[src/rtl/ext_bus_arbiter_pkg.sv]
// Shared types and constants for the two-requester external bus arbiter.
package ext_bus_arb_pkg;

  typedef enum logic [1:0] {
    IDLE = 2'd0,
    BUSY = 2'd1,
    DONE = 2'd2
  } state_t;

  localparam int          TIMEOUT_DEFAULT = 255;
  localparam logic [15:0] TIMEOUT_RDATA   = 16'h0000;

  typedef struct packed {
    logic [15:0] addr;
    logic [1:0]  be;
    logic        rw;
    logic [15:0] wdata;
  } req_t;

endpackage

[src/rtl/ext_bus_arbiter.sv]
// Round-robin arbiter sharing one downstream bus between two requesters,
// with a BUSY-cycle watchdog that completes stuck transfers and flags an IRQ.
module ext_bus_arbiter
  import ext_bus_arb_pkg::*;
#(
  parameter int TIMEOUT = TIMEOUT_DEFAULT
) (
  input  logic        clk_clk,
  input  logic        reset_reset_n,
  input  logic        m0_bus_enable,
  input  logic [15:0] m0_address,
  input  logic [1:0]  m0_byte_enable,
  input  logic        m0_rw,
  input  logic [15:0] m0_write_data,
  output logic        m0_acknowledge,
  output logic [15:0] m0_read_data,
  input  logic        m1_bus_enable,
  input  logic [15:0] m1_address,
  input  logic [1:0]  m1_byte_enable,
  input  logic        m1_rw,
  input  logic [15:0] m1_write_data,
  output logic        m1_acknowledge,
  output logic [15:0] m1_read_data,
  output logic [15:0] s_address,
  output logic [1:0]  s_byte_enable,
  output logic        s_rw,
  output logic [15:0] s_write_data,
  output logic        s_bus_enable,
  input  logic        s_acknowledge,
  input  logic [15:0] s_read_data,
  output logic        timeout_irq,
  input  logic        timeout_clear
);

  localparam logic [15:0] CNT_LIMIT = 16'(TIMEOUT - 1);

  state_t            state, state_nxt;
  req_t [1:0]        req;
  req_t              s_req;
  logic [1:0]        bus_en;
  logic [1:0]        m_ack;
  logic [1:0][15:0]  m_rdata;
  logic              grant, last_grant, pick;
  logic [15:0]       busy_cnt;
  logic              ack_ok, to_hit;

  assign req[0] = '{addr: m0_address, be: m0_byte_enable, rw: m0_rw, wdata: m0_write_data};
  assign req[1] = '{addr: m1_address, be: m1_byte_enable, rw: m1_rw, wdata: m1_write_data};
  assign bus_en = {m1_bus_enable, m0_bus_enable};

  // On a tie the side that did not win last time gets the bus.
  always_comb begin
    pick = 1'b0;
    case (bus_en)
      2'b10:   pick = 1'b1;
      2'b11:   pick = ~last_grant;
      default: pick = 1'b0;
    endcase
  end

  // Downstream ack beats the watchdog when both land in the same cycle.
  assign ack_ok = (state == BUSY) && s_acknowledge;
  assign to_hit = (state == BUSY) && !s_acknowledge && (busy_cnt == CNT_LIMIT);

  always_ff @(posedge clk_clk or negedge reset_reset_n) begin
    if (!reset_reset_n) state <= IDLE;
    else                state <= state_nxt;
  end

  always_comb begin
    state_nxt = state;
    case (state)
      IDLE:    if (|bus_en) state_nxt = BUSY;
      BUSY:    if (ack_ok || to_hit) state_nxt = DONE;
      DONE:    state_nxt = IDLE;
      default: state_nxt = IDLE;
    endcase
  end

  always_ff @(posedge clk_clk or negedge reset_reset_n) begin
    if (!reset_reset_n) begin
      grant        <= 1'b0;
      last_grant   <= 1'b1;
      busy_cnt     <= '0;
      s_req        <= '0;
      s_bus_enable <= 1'b0;
      m_ack        <= '0;
      m_rdata      <= '0;
      timeout_irq  <= 1'b0;
    end else begin
      m_ack <= '0;
      case (state)
        IDLE: if (|bus_en) begin
          grant        <= pick;
          s_req        <= req[pick];
          s_bus_enable <= 1'b1;
          busy_cnt     <= '0;
        end
        BUSY: begin
          busy_cnt <= busy_cnt + 16'd1;
          if (ack_ok || to_hit) begin
            s_bus_enable   <= 1'b0;
            m_ack[grant]   <= 1'b1;
            m_rdata[grant] <= ack_ok ? s_read_data : TIMEOUT_RDATA;
          end
        end
        DONE:    last_grant <= grant;
        default: ;
      endcase
      if (to_hit)             timeout_irq <= 1'b1;
      else if (timeout_clear) timeout_irq <= 1'b0;
    end
  end

  assign s_address      = s_req.addr;
  assign s_byte_enable  = s_req.be;
  assign s_rw           = s_req.rw;
  assign s_write_data   = s_req.wdata;
  assign m0_acknowledge = m_ack[0];
  assign m1_acknowledge = m_ack[1];
  assign m0_read_data   = m_rdata[0];
  assign m1_read_data   = m_rdata[1];

endmodule

[config.mk]
export PLATFORM = sky130hd
export DESIGN_NAME = ext_bus_arbiter
export DESIGN_NICKNAME = d
export VERILOG_FILES = /design/src/rtl/ext_bus_arbiter_pkg.sv /design/src/rtl/ext_bus_arbiter.sv
export SDC_FILE = /design/constraint.sdc
export NUM_CORES = 1
export LEC_CHECK = 0
export BUFFER_PORTS_ARGS = -buffer_cell sky130_fd_sc_hd__buf_2
export CAP_MARGIN = 0
export CORE_ASPECT_RATIO = 1.75
export CORE_MARGIN = 5
export CORE_UTILIZATION = 50
export CTS_CLUSTER_DIAMETER = 50
export CTS_CLUSTER_SIZE = 28
export DETAILED_ROUTE_END_ITERATION = 8
export PLACE_DENSITY = 0.81
export SETUP_SLACK_MARGIN = 0.4
export SLEW_MARGIN = 20
export SYNTH_ARGS = -nofsm -noshare
export SYNTH_HDL_FRONTEND = slang
export SYNTH_SLANG_ARGS = --single-unit
[constraint.sdc]
create_clock -name clk_clk -period 2 [get_ports clk_clk]
set_input_delay 0 -clock clk_clk [delete_from_list [all_inputs] [get_ports clk_clk]]
set_output_delay 0 -clock clk_clk [all_outputs]
set_load 0.005 [all_outputs]
==> qor.yml, run 1 <==
grt:
  gr-total-overflow: 0
  grt_usage: 0.263
  grt_max_degree: 80
  grt_pass1_vias: 4527
  grt_pass1_wl_mm: 22.1
  antenna_found_initial: 0
hold_path:
  hold_end: "m0_read_data[8]$_DFFE_PN0P_"
  worstHoldStart: "s_read_data[8]"
  whs_path_depth: 5
  hold_class: "primary input to flop"
clocking:
  max-clock-path-buffers: 2
  cts_tree: "yes"
  clock-sinks: 91
  clk_latency_ns: 0.34
  cts-root-buf: "clkbuf_16"
  cts.clk_slew.worst_paths_ns: 0.06
  htree_levels: 3
  cts_buffers: 9
job:
  max_cap_violations: 0
outcome:
  status: "completed"
placed_design:
  port-buffer-count: 162
  gp_congestion: 0.876
  post_dp_cell_area_sq_um: 5290
  dp_hpwl_mm: 7.97
  dpl_worst_slack_ns: 0.320
cells_and_area:
  layout_commonest_cell: "buf_2"
  final_area_sq_um: 6350
  drive_gt1_frac: 0.298
  final_nets: 787
  num_antenna_cells: 0
  final_util: 0.737
  final_cell_mix: "161 x buf_2, 97 x nand2_1, 89 x dfrtp_1"
  area_growth_pct: 44.6
power_and_ir_drop:
  report.power.total_mw: 7.85
  intPower_mw: 5.02
  switching_share: 0.361
  p_clk_frac: 0.228
  total_leakage_power_nw: 3.03
  powerDensity_nw_per_um2: 1240
  p_comb_frac: 0.373
  switching_power_mw: 2.83
  ir_drop_mv: 0.955
  p_seq_frac: 0.400
die:
  dieArea_sq_um: 10800
  die_h_microns: 134
  die_w_microns: 80.9
  fp.coreArea_sq_um: 8610
  start_util: 0.510
  num_io_pins: 163
  rows: 45
logic_synthesis:
  ys_async_sr_fraction: 1.00
  synth-main-ff-cell: "dfrtp_1"
  synth-warning-count: 0
  yosys.area_share.adder: 0.00570
  ys_types: 40
  synth_compound_area_frac: 0.168
  ys_seq_area_frac: 0.519
  synth-xor-area-share: 0
  synth_edf_count: 0
  synth_cells: 470
  syn_area_sq_um: 4390
  synth_fp_nets: 564
  synthSimpleGateAreaFrac: 0.173
  muxShareOfSynthArea: 0.0889
  synth_top_family_by_area: "simple AND/OR/NAND/NOR gates"
  ys_seq_elements: 91
  syn_area_per_cell_sq_um: 9.35
setup_path:
  reg2reg_slack_ns: 0.43
  arrival_ns: 1.78
  rr_endpoint: "m0_read_data[15]$_DFFE_PN0P_"
  crit_chain: "nor4_4 > nand4b_4 > nor2_4 > buf_4 > o21ai_1"
  critPathMaxStageDelay_ns: 0.43
  crit_type: "flop to flop"
  r2r_cells: 5
  crit_fanout: 7
  worst_path_max_delay_cell: "dfrtp_1"
  start_kind: "flop"
  end_kind: "flop"
  startpoint: "busy_cnt[15]$_DFFE_PN0P_"
  cp.required_ns: 2.22
  reg2reg_from: "busy_cnt[15]$_DFFE_PN0P_"
detailed_routing:
  vias: 4345
  drt_iter0_drc: 227
  wl_mm: 13.8
  remaining_drc_errors: 0
  via_per_inst: 5.34
  drt_pre_antenna_iters: 4
  ant_nets: 0
  wire_per_inst_microns: 16.9
timing:
  timing.setup.tns_ns: 0
  fin_crit_ns: 1.57
  rsz0062_at_grt: "yes"
  drv_slew: 0
  hold_viol: 0
  slew-limit-headroom: 0.652
  period_share: 0.783
  worst_slack_ns: 0.434
  tightest_slew_ns: 0.516
  fmax_mhz: 638
  fin_skew_ns: 0.0102
  setup_viol_count_final: 0
## per-layer routing
metal	global-route usage	part of all wire
met1	0.315	0.38
met2	0.435	0.51
met4	0.108	0.029
met5	0	0
met3	0.0753	0.078
## cells in the mapped netlist, types with 3 or more instances
cell,count,area [sq um]
inv_1,4,15.0
o21ai_1,15,75.1
a21oi_1,36,180
nor2_1,40,150
dfrtp_1,90,2250
nand3_1,3,15.0
buf_6,4,45.0
nand2b_1,3,18.8
mux2i_1,39,390
buf_2,7,35.0
clkbuf_1,14,52.6
a31oi_1,5,31.3
nand4_1,4,25.0
o211ai_1,3,22.5
buf_4,7,52.6
nand2_1,98,368
o21ai_0,64,320
o31ai_1,4,30.0
nor3_1,5,25.0
## cell families (layout without fill, tap and decap cells)
logic type,after synthesis,in the layout
simple gates,166,167
fa+ha+maj,2,2
flops,91,91
mux,39,39
buf+inv,36,262
compound gates,136,136
## through the flow
step           hold slack, ns  instances
2_1_floorplan          -0.296        470
3_3_place_gp         -0.00193        726
3_5_place_dp          0.00159        726
4_1_cts               0.00168        813
5_1_grt                0.0387        814
6_report               0.0219        814
## sequential cells by signal, summed over array words and instances, names as in the netlist
name,flops
busy_cnt,16
grant,1
last_grant,1
m0_read_data,16
m1_read_data,16
m_ack,2
s_address,16
s_bus_enable,1
s_byte_enable,2
s_rw,1
s_write_data,16
state,2
timeout_irq,1
## power by group through the flow
stage	Clock [mW]	Combinational, mW	Sequential, mW
2_1_floorplan	0	1.62	3.06
3_3_place_gp	0	2.57	3.09
3_5_place_dp	0	2.70	3.11
4_1_cts	1.82	2.80	3.10
5_1_grt	1.90	3.26	3.22
6_report	1.79	2.93	3.14
## cell type report
type | instances | area, sq um
Clock inverter | 4 | 75.1
Fill cell | 604 | 2260
Sequential cell | 91 | 2280
Inverter | 4 | 15.0
Tap cell | 117 | 146
Multi-Input combinational cell | 344 | 1950
Clock buffer | 11 | 243
Timing Repair Buffer | 243 | 1640
## repair_timing
action	in CTS	in global routing
hold buffers	67	0
endpoints found under the hold margin	74	0
setup endpoints to repair	36	39
cloned	1	1
buffers inserted	4	0
pin swaps	2	3
resized for setup	0	4
## worst max-delay path by stage
| stage | cells past startpoint | slack [ns] | to |
|---|---|---|---|
| detailed placement | 4 | 0.32 | m0_read_data[9]$_DFFE_PN0P_ |
| global placement | 4 | 0.39 | m0_read_data[7]$_DFFE_PN0P_ |
| CTS | 4 | 0.40 | m0_read_data[9]$_DFFE_PN0P_ |
| global route | 5 | 0.32 | m0_read_data[15]$_DFFE_PN0P_ |
| floorplan | 5 | 0.59 | m0_read_data[10]$_DFFE_PN0P_ |
| finish | 5 | 0.43 | m0_read_data[15]$_DFFE_PN0P_ |
## worst max-delay path: cells and delay by family, from the launching register on
kind	cells	cell delay [ns]
flip-flops	1	0.43
buffers and inverters	1	0.17
AO/OA/AOI/OAI	1	0.08
AND/OR/NAND/NOR	3	0.75
Power figures use the tool's default switching activity.
==> run 2: changes to the inputs <==
Settings changed: CORE_UTILIZATION 50 to 45, PLACE_DENSITY 0.81 to 0.77.
Clock period 2 ns to 1.39 ns, I/O delays scaled along.
==> run 2 against run 1 <==
Compared with the run above: the run now ends with negative setup slack left; clock power up 58%; sequential share of layout area down 7.7 points; register-to-register slack worse by 0.72 ns; worst setup slack worse by 0.72 ns; highest routed layer unchanged; largest cell class is now buffers.
==> qor.yml, run 2 (synthesized netlist as in run 1, its figures left out) <==
outcome:
  status: "finished with violations"  # was completed
  violations: "negative setup slack"
cells_and_area:
  final_area_sq_um: 8100  # was 6350 sq um
  drive_gt1_frac: 0.507  # was 0.298
  area_growth_pct: 84.4  # was 44.6%
  num_antenna_cells: 0  # unchanged
  final_cell_mix: "161 x buf_2, 84 x dfrtp_1, 72 x dlygate4sd3_1"  # was 161 x buf_2, 97 x nand2_1, 89 x dfrtp_1
  final_nets: 856  # was 787
  layout_commonest_cell: "buf_2"  # unchanged
  layout.cells.non_filler: 889  # was 814
detailed_routing:
  remaining_drc_errors: 0  # unchanged
  wl_mm: 23.2  # was 13.8 mm
  wire_per_inst_microns: 26.1  # was 16.9 microns
  ant_nets: 0  # unchanged
  drt_pre_antenna_iters: 7  # was 4
  via_per_inst: 6.24  # was 5.34
  vias: 5543  # was 4345
  drt_iter0_drc: 539  # was 227
die:
  die_w_microns: 84.7  # was 80.9 microns
  num_io_pins: 163  # unchanged
  rows: 47  # was 45
  dieArea_sq_um: 11900  # was 10800 sq um
  fp.coreArea_sq_um: 9530  # was 8610 sq um
  start_util: 0.461  # was 0.510
  die_h_microns: 141  # was 134 microns
clocking:
  clk_latency_ns: 0.35  # was 0.34 ns
  cts.clk_slew.worst_paths_ns: 0.07  # was 0.06 ns
  max-clock-path-buffers: 2  # unchanged
  cts-root-buf: "clkbuf_16"  # unchanged
  cts_buffers: 9  # unchanged
  htree_levels: 3  # unchanged
  cts_tree: "yes"  # unchanged
  clock-sinks: 91  # unchanged
setup_path:
  start_kind: "flop"  # unchanged
  cp.depth: 5  # unchanged
  reg2reg_from: "state[1]$_DFFE_PN0P_"  # was busy_cnt[15]$_DFFE_PN0P_
  critPathMaxStageDelay_ns: 0.45  # was 0.43 ns
  r2r_cells: 5  # unchanged
  arrival_ns: 1.92  # was 1.78 ns
  crit_fanout: 8  # was 7
  crit_end: "busy_cnt[15]$_DFFE_PN0P_"  # was m0_read_data[15]$_DFFE_PN0P_
  cp.required_ns: 1.63  # was 2.22 ns
  reg2reg_slack_ns: -0.28  # was 0.43 ns
  startpoint: "state[1]$_DFFE_PN0P_"  # was busy_cnt[15]$_DFFE_PN0P_
  rr_endpoint: "busy_cnt[15]$_DFFE_PN0P_"  # was m0_read_data[15]$_DFFE_PN0P_
  end_kind: "flop"  # unchanged
  crit_chain: "buf_6 > and2b_2 > nand4b_4 > nor3_2 > mux2i_1"  # was nor4_4 > nand4b_4 > nor2_4 > buf_4 > o21ai_1
  crit_type: "flop to flop"  # unchanged
  crit_buf_inv: 1  # unchanged
  critPathTopFamily: "simple AND/OR/NAND/NOR gates"  # unchanged
  worst_path_max_delay_cell: "dfrtp_2"  # was dfrtp_1
grt:
  grt_max_degree: 34  # was 80
  grt_usage: 0.310  # was 0.263
  gr-total-overflow: 0  # unchanged
  antenna_found_initial: 0  # unchanged
  grt_pass1_vias: 5473  # was 4527
  grt_pass1_wl_mm: 29.0  # was 22.1 mm
timing:
  setup_viol_count_final: 87  # was 0
  timing.setup.tns_ns: -8.94  # was 0 ns
  period_share: 1.20  # was 0.783
  fin_skew_ns: 0.0130  # was 0.0102 ns
  fin_crit_ns: 1.67  # was 1.57 ns
  tightest_slew_ns: 0.477  # was 0.516 ns
  fmax_mhz: 598  # was 638 MHz
  rsz0062_at_grt: "yes"  # unchanged
  drv_slew: 0  # unchanged
  slew-limit-headroom: 0.682  # was 0.652
  hold_viol: 0  # unchanged
  worst_slack_ns: -0.283  # was 0.434 ns
power_and_ir_drop:
  total_leakage_power_nw: 3.76  # was 3.03 nW
  report.power.total_mw: 16.3  # was 7.85 mW
  powerDensity_nw_per_um2: 2020  # was 1240 nW/um^2
  ir_drop_mv: 1.36  # was 0.955 mV
placed_design:
  placed_cells: 754  # was 726
  post_dp_cell_area_sq_um: 5630  # was 5290 sq um
  dp_hpwl_mm: 8.53  # was 7.97 mm
  gp_congestion: 0.833  # was 0.876
  port-buffer-count: 162  # unchanged
job:
  max_cap_violations: 0  # unchanged
hold_path:
  hold_class: "primary input to flop"  # unchanged
run 2: cell count changes in the layout (fill, tap and decap cells not counted), moves of 12 or more:
cell | before | now
buf_4 | 11 | 28
buf_16 | 0 | 12
nand2_4 | 0 | 22
mux2i_1 | 39 | 27
buf_6 | 0 | 18
o21ai_0 | 64 | 1
o21ai_1 | 15 | 29
o21ai_2 | 0 | 43
nand2_1 | 97 | 68
run 2: worst min-delay path, cell delays in order:
cell     delay (ns)
buf_2          0.08
nand2_1        0.06
nor2_1         0.08
a21oi_1        0.06
o21ai_2        0.05
run 2: worst min path at each step:
| stage | startpoint | endpoint | slack, ns | depth (start not counted) |
|---|---|---|---|---|
| floorplan | reset_reset_n | busy_cnt[0]$_DFFE_PN0P_ | -0.30 | 0 |
| global placement | reset_reset_n | m0_read_data[4]$_DFFE_PN0P_ | -0.03 | 1 |
| detailed placement | reset_reset_n | m0_read_data[4]$_DFFE_PN0P_ | -0.02 | 1 |
| CTS | s_read_data[5] | m0_read_data[5]$_DFFE_PN0P_ | 0.002 | 5 |
| global route | s_read_data[13] | m0_read_data[13]$_DFFE_PN0P_ | 0.02 | 5 |
| finish | s_read_data[5] | m1_read_data[5]$_DFFE_PN0P_ | 0.02 | 5 |
run 2: final cells by class:
| class | instances | area (sq um) |
|---|---|---|
| Tap cell | 122 | 153 |
| Multi-Input combinational cell | 345 | 2640 |
| Clock inverter | 5 | 85.1 |
| Fill cell | 428 | 1430 |
| Clock buffer | 11 | 253 |
| Sequential cell | 91 | 2290 |
| Inverter | 4 | 15.0 |
| Timing Repair Buffer | 311 | 2670 |
run 2: repair_timing:
| action | in CTS | in global routing |
|---|---|---|
| pin swaps | 32 | 28 |
| gates resized for setup | 70 | 118 |
| hold buffers | 72 | 0 |
| setup endpoints to repair | 90 | 91 |
| endpoints found under the hold margin | 127 | 0 |
| buffers inserted | 19 | 9 |
| cloned | 15 | 4 |
run 2: metal layers:
metal,GRT usage,up-vias,routed length (microns)
met5,0,-,0
met4,0.218,0,2240
met3,0.0817,176,2310
met2,0.531,522,11600
met1,0.325,2633,7040
li1,-,2212,-
run 2: metrics by stage:
| step | utilization | worst slack [ns] | hold slack, ns |
|---|---|---|---|
| after global routing | 0.850 | -0.317 | 0.0239 |
| after CTS | 0.781 | -0.0679 | 0.00181 |
| after floorplan | - | -0.00483 | -0.296 |
| after global placement | 0.591 | -0.0333 | -0.0266 |
| final | 0.850 | -0.283 | 0.0155 |
| after detailed placement | 0.591 | -0.0544 | -0.0231 |
run 2: report_power, final:
part           total, mW  leakage [nW]  internal, mW  switching [mW]
sequential          4.82          1.06          3.69            1.12
clock               2.82         0.162          1.68            1.14
combinational       8.71          2.53          4.29            4.42
total               16.3          3.76          9.66            6.69
